$ cat config.mk
export PLATFORM = sky130hd
export DESIGN_NAME = hazard_scoreboard
export DESIGN_NICKNAME = d
export VERILOG_FILES = /design/src/rtl/mips_pipe_pkg.sv /design/src/rtl/scoreboard_entry.sv /design/src/rtl/hazard_scoreboard.sv
export SDC_FILE = /design/constraint.sdc
export NUM_CORES = 1
export LEC_CHECK = 0
export ABC_CLOCK_PERIOD_IN_PS = 6300
export CORE_UTILIZATION = 50
export CTS_CLUSTER_SIZE = 24
export DETAILED_ROUTE_END_ITERATION = 8
export PLACE_DENSITY = 0.68
export SYNTH_ARGS = -nofsm -noshare
export SYNTH_HDL_FRONTEND = slang
export SYNTH_SLANG_ARGS = --single-unit
$ cat constraint.sdc
create_clock -name clk -period 6.3 [get_ports clk]
set_clock_uncertainty 0.05 [all_clocks]
set_input_delay 1.26 -clock clk [delete_from_list [all_inputs] [get_ports clk]]
set_output_delay 1.26 -clock clk [all_outputs]
set_load 0.05 [all_outputs]
$ cat src/rtl/mips_pipe_pkg.sv
// Shared pipeline constants for decode and the hazard scoreboard: forward-select
// codes, issue-latency codes and the latency clamp applied when a writer is recorded.
package mips_pipe_pkg;

    localparam int FWD_REGFILE = 0;
    localparam int FWD_EX      = 1;
    localparam int FWD_MEM     = 2;

    localparam int LAT_ALU  = 1;
    localparam int LAT_LOAD = 2;

    // A writer cannot be forwardable before EX, nor later than the last stage ahead of WB.
    function automatic int clamp_lat(input int lat, input int depth);
        if (lat < LAT_ALU)
            return LAT_ALU;
        if (lat > depth - 1)
            return depth - 1;
        return lat;
    endfunction

endpackage

$ cat src/rtl/scoreboard_entry.sv
// Tracking state for one architectural register: whether a writer is in flight,
// how far it has travelled and the stage at which its result becomes forwardable.
module scoreboard_entry
    import mips_pipe_pkg::*;
#(
    parameter int DEPTH = 3,
    parameter int LAT_W = 2,
    parameter int SEL_W = 2
) (
    input  logic             clk,
    input  logic             rst,
    input  logic             adv,
    input  logic             rec,
    input  logic [LAT_W-1:0] rec_lat,
    output logic             pending,
    output logic [SEL_W-1:0] age,
    output logic [LAT_W-1:0] ready
);

    logic             r_pending;
    logic [SEL_W-1:0] r_age;
    logic [LAT_W-1:0] r_ready;
    logic [LAT_W-1:0] w_lat_clamped;

    assign w_lat_clamped = LAT_W'(clamp_lat(int'(rec_lat), DEPTH));

    // A new record outranks the aging of an older writer to the same register.
    always_ff @(posedge clk) begin
        if (rst) begin
            r_pending <= 1'b0;
            r_age     <= '0;
            r_ready   <= '0;
        end else if (rec) begin
            r_pending <= 1'b1;
            r_age     <= SEL_W'(1);
            r_ready   <= w_lat_clamped;
        end else if (adv && r_pending) begin
            if (r_age == SEL_W'(DEPTH - 1)) begin
                r_pending <= 1'b0;
                r_age     <= '0;
            end else begin
                r_age <= r_age + 1'b1;
            end
        end
    end

    assign pending = r_pending;
    assign age     = r_age;
    assign ready   = r_ready;

endmodule

$ cat src/rtl/hazard_scoreboard.sv
// Decode-side hazard unit: records in-flight writers per register, and from that
// state derives the decode stall and the forward stage for both source operands.
module hazard_scoreboard
    import mips_pipe_pkg::*;
#(
    parameter int NUM_REGS = 32,
    parameter int ADDR_W   = 5,
    parameter int DEPTH    = 3,
    parameter int LAT_W    = 2,
    parameter int SEL_W    = 2
) (
    input  logic              clk,
    input  logic              rst,
    input  logic              pipe_hold,
    input  logic              issue_valid,
    input  logic              issue_kill,
    input  logic              issue_we,
    input  logic [ADDR_W-1:0] issue_dst,
    input  logic [LAT_W-1:0]  issue_lat,
    input  logic [ADDR_W-1:0] rs_addr,
    input  logic [ADDR_W-1:0] rt_addr,
    input  logic              rs_used,
    input  logic              rt_used,
    output logic              stall,
    output logic [SEL_W-1:0]  rs_fwd_sel,
    output logic [SEL_W-1:0]  rt_fwd_sel,
    output logic [31:0]       stall_count
);

    logic              w_adv;
    logic              w_rec;
    logic              w_hit_rs;
    logic              w_hit_rt;
    logic              w_wait_rs;
    logic              w_wait_rt;
    logic              w_stall;
    logic [NUM_REGS-1:0] w_pending;
    logic [SEL_W-1:0]  w_age   [NUM_REGS];
    logic [LAT_W-1:0]  w_ready [NUM_REGS];
    logic [31:0]       r_stall_count;

    assign w_adv = ~pipe_hold;
    assign w_rec = w_adv & issue_valid & ~issue_kill & issue_we
                 & (issue_dst != '0) & ~w_stall;

    // Register 0 is hardwired zero and so never carries a hazard.
    assign w_pending[0] = 1'b0;
    assign w_age[0]     = '0;
    assign w_ready[0]   = '0;

    for (genvar r = 1; r < NUM_REGS; r++) begin : g_entry
        scoreboard_entry #(
            .DEPTH (DEPTH),
            .LAT_W (LAT_W),
            .SEL_W (SEL_W)
        ) u_entry (
            .clk     (clk),
            .rst     (rst),
            .adv     (w_adv),
            .rec     (w_rec && (issue_dst == ADDR_W'(r))),
            .rec_lat (issue_lat),
            .pending (w_pending[r]),
            .age     (w_age[r]),
            .ready   (w_ready[r])
        );
    end

    // Queries read registered state only, so an issuing instruction never sees itself.
    assign w_hit_rs  = rs_used & w_pending[rs_addr];
    assign w_hit_rt  = rt_used & w_pending[rt_addr];
    assign w_wait_rs = w_hit_rs & (int'(w_age[rs_addr]) < int'(w_ready[rs_addr]));
    assign w_wait_rt = w_hit_rt & (int'(w_age[rt_addr]) < int'(w_ready[rt_addr]));
    assign w_stall   = ~pipe_hold & (w_wait_rs | w_wait_rt);

    assign stall      = w_stall;
    assign rs_fwd_sel = w_hit_rs ? w_age[rs_addr] : SEL_W'(FWD_REGFILE);
    assign rt_fwd_sel = w_hit_rt ? w_age[rt_addr] : SEL_W'(FWD_REGFILE);

    always_ff @(posedge clk) begin
        if (rst)
            r_stall_count <= '0;
        else if (w_stall && (r_stall_count != 32'hFFFF_FFFF))
            r_stall_count <= r_stall_count + 32'd1;
    end

    assign stall_count = r_stall_count;

endmodule

; ---- Word level (Yosys, flattened, before mapping)
; Index checks and enable logic that the tools add are counted.
[word_totals]
register_bits = 187
out_inout_bits = 37
elab_cells = 643
inputBits = 25
[classes]
n_reduce_logical = 188
bitwise_logic = 16
addsub = 32
eq_ne = 63
n_lt_le_gt_ge = 8
n_mux = 211
[ops]
columns = op, n
row1 = 1-bit two-way mux, 161
row2 = 2-bit nonzero test, 62
row3 = 2-bit two-way mux, 44
row4 = "5-bit == test, second input constant", 16
row5 = 1-bit logical AND, 63
row6 = "2-bit by 1-bit adder with 2-bit output, second input constant", 31
row7 = "2-bit == test, second input constant", 31
row8 = 2-bit AND reduction, 31
row9 = 2-bit OR reduction, 31
row10 = 2-bit binary-select mux with 5-bit select, 4
row11 = "5-bit by 4-bit == test with 1-bit output, second input constant", 8
row12 = "32-bit by 1-bit adder with 32-bit output, second input constant", 1
row13 = "32-bit inequality test, second input constant", 1
row14 = "5-bit by 3-bit == test with 1-bit output, second input constant", 4
row15 = "6-bit greater-or-equal comparator, second input constant", 2
row16 = "5-bit by 6-bit < comparator with 1-bit output, second input constant", 2
row17 = 5-bit NOT with 6-bit output, 2
row18 = 1-bit bitwise AND, 10
row19 = 1-bit binary-select mux with 5-bit select, 2
row20 = "5-bit by 2-bit == test with 1-bit output, second input constant", 2
row21 = "5-bit by 1-bit == test with 1-bit output, second input constant", 1
row22 = 5-bit nonzero test, 1
row23 = 2-bit < comparator, 2
row24 = 1-bit NOT, 3
row25 = other kinds (3), 3

; ---- Logic depth before layout (Yosys ltp)
[logic_depth]
ltp_word = 13
ltp_mapped = 18
depth_no_buf = 12

; ---- Cells and area by module
; A second synthesis with hierarchy kept.
[unflattened]
cells_unflattened = 1108
hier_area_um2 = 11209.5
[by_module_without_submodules]
columns = module, seq_area_each_um2, area_each_um2, cells_per_inst, n_inst
row1 = scoreboard_entry at g_entry[10].u_entry ..., 100.1, 211.5, 20, 22
row2 = hazard_scoreboard, 640.6, 4623.2, 488, 1
row3 = scoreboard_entry at g_entry[31].u_entry ..., 100.1, 215.2, 20, 8
row4 = scoreboard_entry at g_entry[30].u_entry, 100.1, 212.7, 20, 1

; ---- Worst setup path after synthesis
; No wires, ideal clock.
[synth_timing]
path_kind = input-to-output
from = in rs_addr[0]
to = out stall
path_buffers = 6
arrival_time_ns = 5.060
slack_ns = -0.070
stages = 14
t_required_ns = 4.990
cell_sequence = buf_2 buf_4 buf_2 buf_1 mux4_2 mux4_2 mux2i_1 ha_1 inv_1 a41o_1 a22oi_4 buf_2 buf_2 nor2_1
[synth_via]
elab_chain_cells = 8
word_cells_on_any_way = 14
cone_classes = 1 x order compare / 8 x mux / 5 x bitwise
[synth_lines]
columns = element, line_no
row1 = start: declaration, hazard_scoreboard.sv:20  ; input logic [ADDR_W-1:0] rs_addr,
row2 = 5-bit NOT with 6-bit output (not written as such), hazard_scoreboard.sv:71  ; assign w_wait_rs = w_hit_rs & (int'(w_age[rs_addr]) < int'(w_ready[rs_addr]));
row3 = 2-bit binary-select mux with 5-bit select, hazard_scoreboard.sv:71
row4 = 2-bit two-way mux (not written as such) (2 in series), hazard_scoreboard.sv:71
row5 = 2-bit < comparator, hazard_scoreboard.sv:71
row6 = 1-bit bitwise AND *, hazard_scoreboard.sv:71
row7 = 1-bit OR *, hazard_scoreboard.sv:73  ; assign w_stall = ~pipe_hold & (w_wait_rs | w_wait_rt);
row8 = 1-bit bitwise AND *, hazard_scoreboard.sv:73
row9 = end: declaration, hazard_scoreboard.sv:24  ; output logic stall,
; Every way passes the cells marked *; elsewhere a longest branch is shown, timed or not. The select of a mux whose other input is x is not followed.

; ---- Worst setup path in the final report
[layout_timing]
from = in rs_addr[1]
to = out stall
; The elaborated chain is that of the path after synthesis.

==> key figures <==
Outcome
  – Status: finished clean

Clocking
  – Clock sink count: between 150 and 200
  – Num CTS Buffers: 17
  – Clock buffer depth: 2
  – CTS Hold Bufs: 0
  – Clock transition at path regs: ~70 ps
  – H-tree depth: 4
  – CTS tree: yes
  – Clock Tree Root: clkbuf_16
  – Resize count post-CTS: 0
  – Setup bufs post-CTS: 0
  – Skew-Pair Late Insertion Delay: roughly 430 ps

Yosys
  – Cell taking the most area after synthesis: dfxtp_1
  – Sequential-to-total area share from yosys stat: between 30% and 40%
  – Synth unique cells: 57
  – Yosys top cell area share: approximately 35%
  – Primary FF master, synth: dfxtp_1
  – Synth Cell Area: ~11000 µm²
  – Synth top area cells: dfxtp_1, mux4_2, mux2i_1
  – Yosys reg bits: 187
  – Synth warn: 0
  – Synth Area per Inst: 9.190 µm²
  – Syn nets: about 1200
  – Synth Instances: roughly 1200
  – Post-synth EDFFs: 0
  – Synth async-reset ratio: 0%

Layout
  – Commonest non-fill, non-tap cell in the layout: dfxtp_1
  – Final nets: 1224
  – Fill count: approximately 1800
  – Area occupied by multi-input gates: 6531 µm²
  – ANT cells: 0
  – Register area: approximately 3700 µm²
  – Area grow syn2layout: 12.06%
  – Most frequent cells in the layout: dfxtp_1, nand2_1, a21oi_1
  – Layout cells sized above 1: a little over an eighth

Floorplanning
  – Io pins: slightly above 60
  – Row Count: 53
  – Starting Density: 51.22%
  – Die height: 149.2 µm
  – Chip width: approximately 150 µm
  – Die ar.: approximately 22000 µm²
  – Placeable Area: ~21000 µm²

Global routing
  – GRT Residual Overflow: 0
  – Initial antenna violation count: 0
  – Vias in the first global route: ~8600
  – Total track usage: 28.07%
  – Largest net degree at the start of global routing: 69
  – Global-route wire length before repair: a little under 50000 µm

Drt
  – First-pass DRT Iterations: 7
  – Final wirelength: ~30000 µm
  – Drt drc: 0
  – Wire per inst: approximately 20 µm
  – Vias: 9466
  – Initial DRC count: between 900 and 1000
  – Remaining antenna violation count: 0
  – Mean number of vias per cell: around 6.4

Worst setup path
  – Worst Setup SP: rs_addr[1]
  – Buf/Inv on CP: 4
  – Slowest-stage cell, CP: buf_2
  – Critical-path cell list: buf_2 > buf_4 > mux4_2 > mux4_2 > nor2_1 > nor2_1 > ha_1 > inv_1 > a41o_1 > a22oi_4 > nor2_2 > buf_4
  – RR Startpoint: g_entry[7].u_entry.age[1]
  – Crit path required time: approximately 5000 ps
  – CP arrival: roughly 4400 ps
  – Crit-path leading delay family: buffers and inverters
  – Critical path endpoint category: output port
  – WS Path Type: input pin to output port
  – CP Max Fanout: 27
  – CP startpoint kind: input pin
  – Slowest Stage Delay on Critical Path: 600 ps

STA
  – Final setup vio count: 0
  – Max Slew Vio Count: 0
  – Measured slew at the worst slew-check pin: around 1200 ps
  – FMAX: between 150 and 200 MHz
  – Final hold vios: 0
  – RSZ-0062 raised after global routing: no
  – Max transition margin: 20.55%
  – Fin crit share: around nine tenths
  – Tmin final: between 5000 and 6000 ps
  – Setup ws final: roughly 580 ps
  – Setup TNS: 0 ps

Power
  – Cell Pwr Density: about 210 nW/µm²
  – Leak pwr: 4.329 nW
  – Worst vdd ir: 0.0001629 V

Place
  – RD Place Congestion: approximately 0.9
  – Pre-CTS setup slack: approximately 600 ps
  – Hpwl dp: roughly 21000 µm
  – Port bufs: 60

Min path
  – Hold Path Class: register to register
  – Hold wc startpoint: g_entry[17].u_entry.ready[1]

Run
  – Max_cap viols: 0
[worst reg2reg max path: cells and delay by family, from the launching register on]
kind	cells	cell delay [ps]
multiplexers	3	1230
buffers and inverters	3	1040
AO/OA/AOI/OAI	2	500
AND/OR/NAND/NOR	3	490
flip-flops	1	360
adder cells (fa/ha/maj)	1	280
[stage by stage]
stage / instances / power (mW) / cell area (µm²) / util, % / hold slack, ps
6_report: 1483 / 2.530 / 12140 / 57.40 / 421.9
3_5_place_dp: 1452 / 1.407 / 11530 / 54.49 / 413.2
5_1_grt: 1483 / 2.608 / 12140 / 57.40 / 451.6
2_1_floorplan: 1179 / 1.351 / 10840 / - / 391.3
4_1_cts: 1483 / 2.537 / 12140 / 57.40 / 424.4
3_3_place_gp: 1452 / 1.406 / 11530 / 54.49 / 403.2
[cells by family after synthesis]
logic type                 share of synthesized area (%)
AOI/OAI and AO/OA                                  14.43
adders and majority gates                         0.3465
buffers and inverters                              5.196
DFF                                                34.55
and+or+nand+nor                                    22.84
muxes                                              22.63
[sequential cells by signal, indices dropped and copies added, names as in the netlist]
register,flops
g_entry.u_entry.pending,31
g_entry.u_entry.ready,62
stall_count,32
g_entry.u_entry.age,62
[power breakdown]
part	total (mW)	leakage, nW	internal, mW	switching, mW
Clock	1.15	0.292	0.652	0.495
Sequential	1.19	1.51	1.18	0.00233
Combinational	0.198	2.53	0.0634	0.135
[cells in the mapped netlist (all sizes together), types with 2 or more instances]
library cell and instances:
and4 3, mux4 75, mux2i 65, buf 38, nand2 128, ha 3, nor2 57, and3 26
or4 30, o211a 7, a22o 5, a22oi 2, or3b 2, a2111oi 2, or3 17, dfxtp 187
o21ai 14, a21oi 119, nor4 9, inv 38, a221oi 6, nand2b 33, mux2 10, clkinv 3
nor3 31, nor2b 12, nand3 57, a311oi 3, nand4b 2, o31ai 60, o211ai 2, nor3b 23
a31oi 19, nand4 15, and2 18, clkbuf 49
[layout make-up]
cell class / count / share of cell area, %
Clock inverter: 11 / 1.309
Clock buffer: 20 / 3.761
Timing Repair Buffer: 85 / 6.204
Sequential cell: 187 / 30.83
Tap cell: 275 / 2.834
Inverter: 41 / 1.268
Multi-Input combinational cell: 864 / 53.79
[path summary, 6_finish.rpt]
path                            slack, ps  cells past startpoint                           end
worst min-delay path                  420                      2  g_entry[17].u_entry.ready[1]
worst min register to register        420                      2  g_entry[17].u_entry.ready[1]
worst max register to register       2220                     12  g_entry[16].u_entry.ready[1]
worst max-delay path                  580                     12                         stall
[layer usage]
metal / wire (µm) / vias up / track usage (%)
li1: - / 4466 / -
met1: 13620 / 4595 / 40.66
met2: 13720 / 367 / 42.88
met3: 2302 / 38 / 5.015
met4: 506 / 0 / 7.398
met5: 0 / - / 0
Note: power is estimated with default switching activity, not from simulation.
==> patch 1: new RTL, same flow settings <==
Change the parameter `NUM_REGS` from 32 to 128.
--- a/src/rtl/hazard_scoreboard.sv
+++ b/src/rtl/hazard_scoreboard.sv
@@ -3,7 +3,7 @@
 module hazard_scoreboard
     import mips_pipe_pkg::*;
 #(
-    parameter int NUM_REGS = 32,
+    parameter int NUM_REGS = 128,
     parameter int ADDR_W   = 5,
     parameter int DEPTH    = 3,
     parameter int LAT_W    = 2,
Check against the original RTL: not settled (the Yosys comparison gave no result); the edit may change what the design does.
==> patch 1 against the unedited design <==
The run now ends with DRC left. Total power is 3.2% higher. Sequential cell count stayed put. Worst setup slack worse by 240 ps. Wire length is 0.94% higher. Design area is 4.7% higher. Utilization is 0.52 points higher. Synthesized area is 3.9% higher. Combinational power is 3% higher. Critical path type unchanged. Highest routed layer unchanged.
==> patch 1: results (changes against the unedited design) <==
status finished, violations left; failing checks DRC; RR Endpoint g_entry[30].u_entry.age[1]$_SDFFE_PP0P_; Hold Vio Cnt, Final 0 (unchanged); Fill cells 1884 (+2.1%); sequential area share after synthesis 33.2% (-1.3 points); CTS Buf Count 17 (unchanged); mux contribution to synthesized area 27.2% (+4.5 points); first-pass GRT wire length 48600 um (+0.80%); Post-Synth XOR/XNOR Area 0% (unchanged); # DRC 10 (+10); reg2reg path depth 13 (+1); root buf cell clkbuf_16; hpwl dp 21100 um (+0.81%); adder-cell share of the synthesized area 0.333% (-0.013 points); Via-to-Cell Ratio 6.30 (-1.2%); Max clock buf depth 2 (unchanged); routability cong. 0.913 (+1.9%); # diodes 0 (unchanged); Synth cell types 61 (+7.0%); top post-synthesis cells by area dfxtp_1 33%, mux4_2 15%, mux2i_1 9.1%; P_clk 1220 uW (+6%); synth warn 0 (unchanged); final WL 30400 um (+0.94%); worst r2r src g_entry[15].u_entry.age[1]$_SDFFE_PP0P_; Total GRT Usage 26.8% (-1.3 points); Max VDD drop 148 uV (-9.0%); number of global-route vias before repair 8595 (+0.30%); dpl cell area 0.0121 mm2 (+4.6%); drt first pass iters 8 (+1); worst-path fanout max 18 (-33%); DRT iter0 DRCs 921 (-1.4%); pin count of the biggest net entering global routing 105 (+52%); FF-to-FF setup slack 2340 ps (+120 ps); Pleak 0.00464 uW (+7.1%); slowest stage delay, CP 520 ps (-80 ps); WHS Endpoint g_entry[29].u_entry.pending$_SDFFE_PP0P_; WP data arrival 4640 ps (+230 ps); sequential share of power 45.4% (-1.4 points); clk slew on worst S/H paths 70 ps (about the same); Worst slew margin 21.5% (+0.93 points); share of cells above drive strength 1 16.3% (+2.9 points); compound-cell area share of the yosys netlist 10.4% (-4.1 points); Int Pwr 1970 uW (+3.9%); min-delay src g_entry[29].u_entry.pending$_SDFFE_PP0P_; list of most frequent post-synthesis cells 187 x dfxtp_1, 102 x a21oi_1, 102 x mux2i_1; CP max stage cell buf_2; worst hold path depth 2 (unchanged)
## patch 1: cell count changes after synthesis, sizes merged, moves of 15 or more
cell,unedited run,this run
or3,17,2
a21oi,119,102
and3,26,8
nand3,57,30
nor2b,12,42
nand4,15,36
nor2,57,80
mux2i,65,102
mux2,10,29
nand2,128,49
nand2b,33,88
## patch 1: per-layer routing
layer | wire (um) | GRT usage [%] | vias to the layer above
li1 | - | - | 4341
met1 | 14300 | 38.8 | 4620
met2 | 13800 | 41.3 | 338
met3 | 1950 | 4.91 | 31
met4 | 394 | 6.51 | 0
met5 | 0 | 0 | -
## patch 1: cell type report
cell class | count | area (um2) | area share (%)
timing repair buffer | 97 | 892 | 7.01
sequential | 187 | 3740 | 29.4
multi-input combinational | 849 | 6940 | 54.6
clock buffer | 17 | 425 | 3.35
tap | 280 | 350 | 2.75
clock inverter | 15 | 235 | 1.85
inverter | 35 | 131 | 1.03
## patch 1: how the worst max path moves through the flow
stage                     endpoint  startpoint
after global routing         stall  rs_addr[0]
after detailed placement     stall  rs_addr[0]
after floorplan              stall  rt_addr[0]
after CTS                    stall  rs_addr[0]
final                        stall  rs_addr[0]
after global placement       stall  rs_addr[0]
## patch 1: worst register-to-register path, cell delays in order (launching register included)
cell and delay, ps:
dfxtp_1 380, mux4_2 500, mux4_2 490, nor2_1 140, nor2_1 80, ha_1 350, and2_1 140, o311ai_0 110
o211ai_1 190, nor4_2 80, nor2_4 190, buf_12 380, nand4_1 460, and2_1 310
## patch 1: through the flow
step | instances | hold WS, ps | total power, uW | worst slack, ps
after detailed placement | 1448 | 431 | 1410 | 346
after floorplan | 1165 | 405 | 1350 | 119
after CTS | 1480 | 445 | 2630 | 341
after global routing | 1480 | 466 | 2690 | 125
after global placement | 1448 | 425 | 1410 | 357
final | 1480 | 444 | 2610 | 347
==> patch 2: new RTL, config.mk and constraints unchanged <==
Without the edit above. Put one more register stage on the output `stall_count`. The value now appears one clock later. The other outputs are not delayed to match.
--- a/src/rtl/hazard_scoreboard.sv
+++ b/src/rtl/hazard_scoreboard.sv
@@ -83,7 +83,9 @@
             r_stall_count <= r_stall_count + 32'd1;
     end
 
-    assign stall_count = r_stall_count;
+    always_ff @(posedge clk) begin
+        stall_count <= r_stall_count;
+    end
 
 endmodule
 
Function: not settled (the Yosys comparison gave no result); the edit may change what the design does.
==> patch 2 against the unedited design <==
Clock power grew 44%. Design area up 12%. Total power up 28%. Worst setup slack worse by 76 ps. Synthesized area rose by 11%. Wire length grew 6.5%. Synthesized cell count grew 3.6%. Count of clock-buffer cells in the layout up 10. Sequential power up 17%. Sequential cell count is 32 higher. Sequential share of layout area up 1.3 points. Largest power group is now clock.
==> patch 2: results (changes against the unedited design) <==
status finished clean; reg2reg path depth 10 (-2); FF-to-FF setup slack 2410 ps (+190 ps); worst-path fanout max 26 (-3.7%); Synth Net Count 1249 (+3.5%); Max VDD drop 195 uV (+19%); worst setup path start rt_addr[1]; grt met2 use 42.1% (-0.81 points); Signal buffers 88 (+3.5%); compound-cell area share of the yosys netlist 11.7% (-2.8 points); WHS Endpoint stall_count[8]$_DFF_P_; DRT iter0 DRCs 913 (-2.2%); Worst-Skew Late Latency 540 ps (+110 ps); Worst Hold Margin 326 ps (-95.9 ps); min-delay src r_stall_count[8]$_SDFFE_PP0P_; routability cong. 0.898 (+0.17%); final WL 32100 um (+6.5%); Pleak 0.00478 uW (+10%); WP data arrival 4480 ps (+70 ps); GR Util met3 5.15% (+0.14 points); Total GRT Usage 26.3% (-1.7 points); list of most frequent post-synthesis cells 219 x dfxtp_1, 92 x nand2b_1, 83 x a21oi_1; Synth cell types 74 (+30%); share of cells above drive strength 1 15.3% (+1.9 points); FF+latch count 219 (+17%); drt first pass iters 5 (-2); multi-input gate count 874 (+1.2%); first-pass GRT wire length 50100 um (+4.0%); clock buf count 30 (+50%); number of global-route vias before repair 9050 (+5.6%); RR Endpoint g_entry[26].u_entry.age[1]$_SDFFE_PP0P_; Layout clock area frac 6.92% (+1.9 points); Inverters 37 (-9.8%); sequential area share after synthesis 36.6% (+2.0 points); Worst-Margin Slew 1040 ps (-147 ps); hpwl dp 22200 um (+6.2%); worst r2r src g_entry[31].u_entry.age[1]$_SDFFE_PP0P_; metal3 WL 2460 um (+6.7%); pin count of the biggest net entering global routing 122 (+77%); multi-input gate share of total cell area 51.2% (-2.6 points); mux contribution to synthesized area 22.9% (+0.27 points); DR WL met2 14700 um (+7.3%); CTS Buf Count 25 (+8)
-- patch 2: stage by stage --
stage | power (uW) | utilization, % | setup slack, ps | cells | area, um2
2_1_floorplan | 1560 | - | 154 | 1221 | 12000
3_3_place_gp | 1610 | 54.0 | 629 | 1537 | 12700
3_5_place_dp | 1610 | 54.0 | 602 | 1537 | 12700
4_1_cts | 3260 | 58.1 | 603 | 1583 | 13600
5_1_grt | 3330 | 58.1 | 473 | 1583 | 13600
6_report | 3240 | 58.1 | 507 | 1583 | 13600
-- patch 2: where the power goes --
part	switching, uW	internal [uW]
clock network	611	1050
registers	2.18	1390
logic	123	69.3
total	736	2500
-- patch 2: critical path: cells and delay by family --
| family | cells | cell delay, ps |
|---|---|---|
| buffers and inverters | 4 | 1110 |
| AND/OR/NAND/NOR | 2 | 300 |
| AO/OA/AOI/OAI | 1 | 200 |
| adder cells (fa/ha/maj) | 1 | 260 |
| multiplexers | 3 | 1330 |
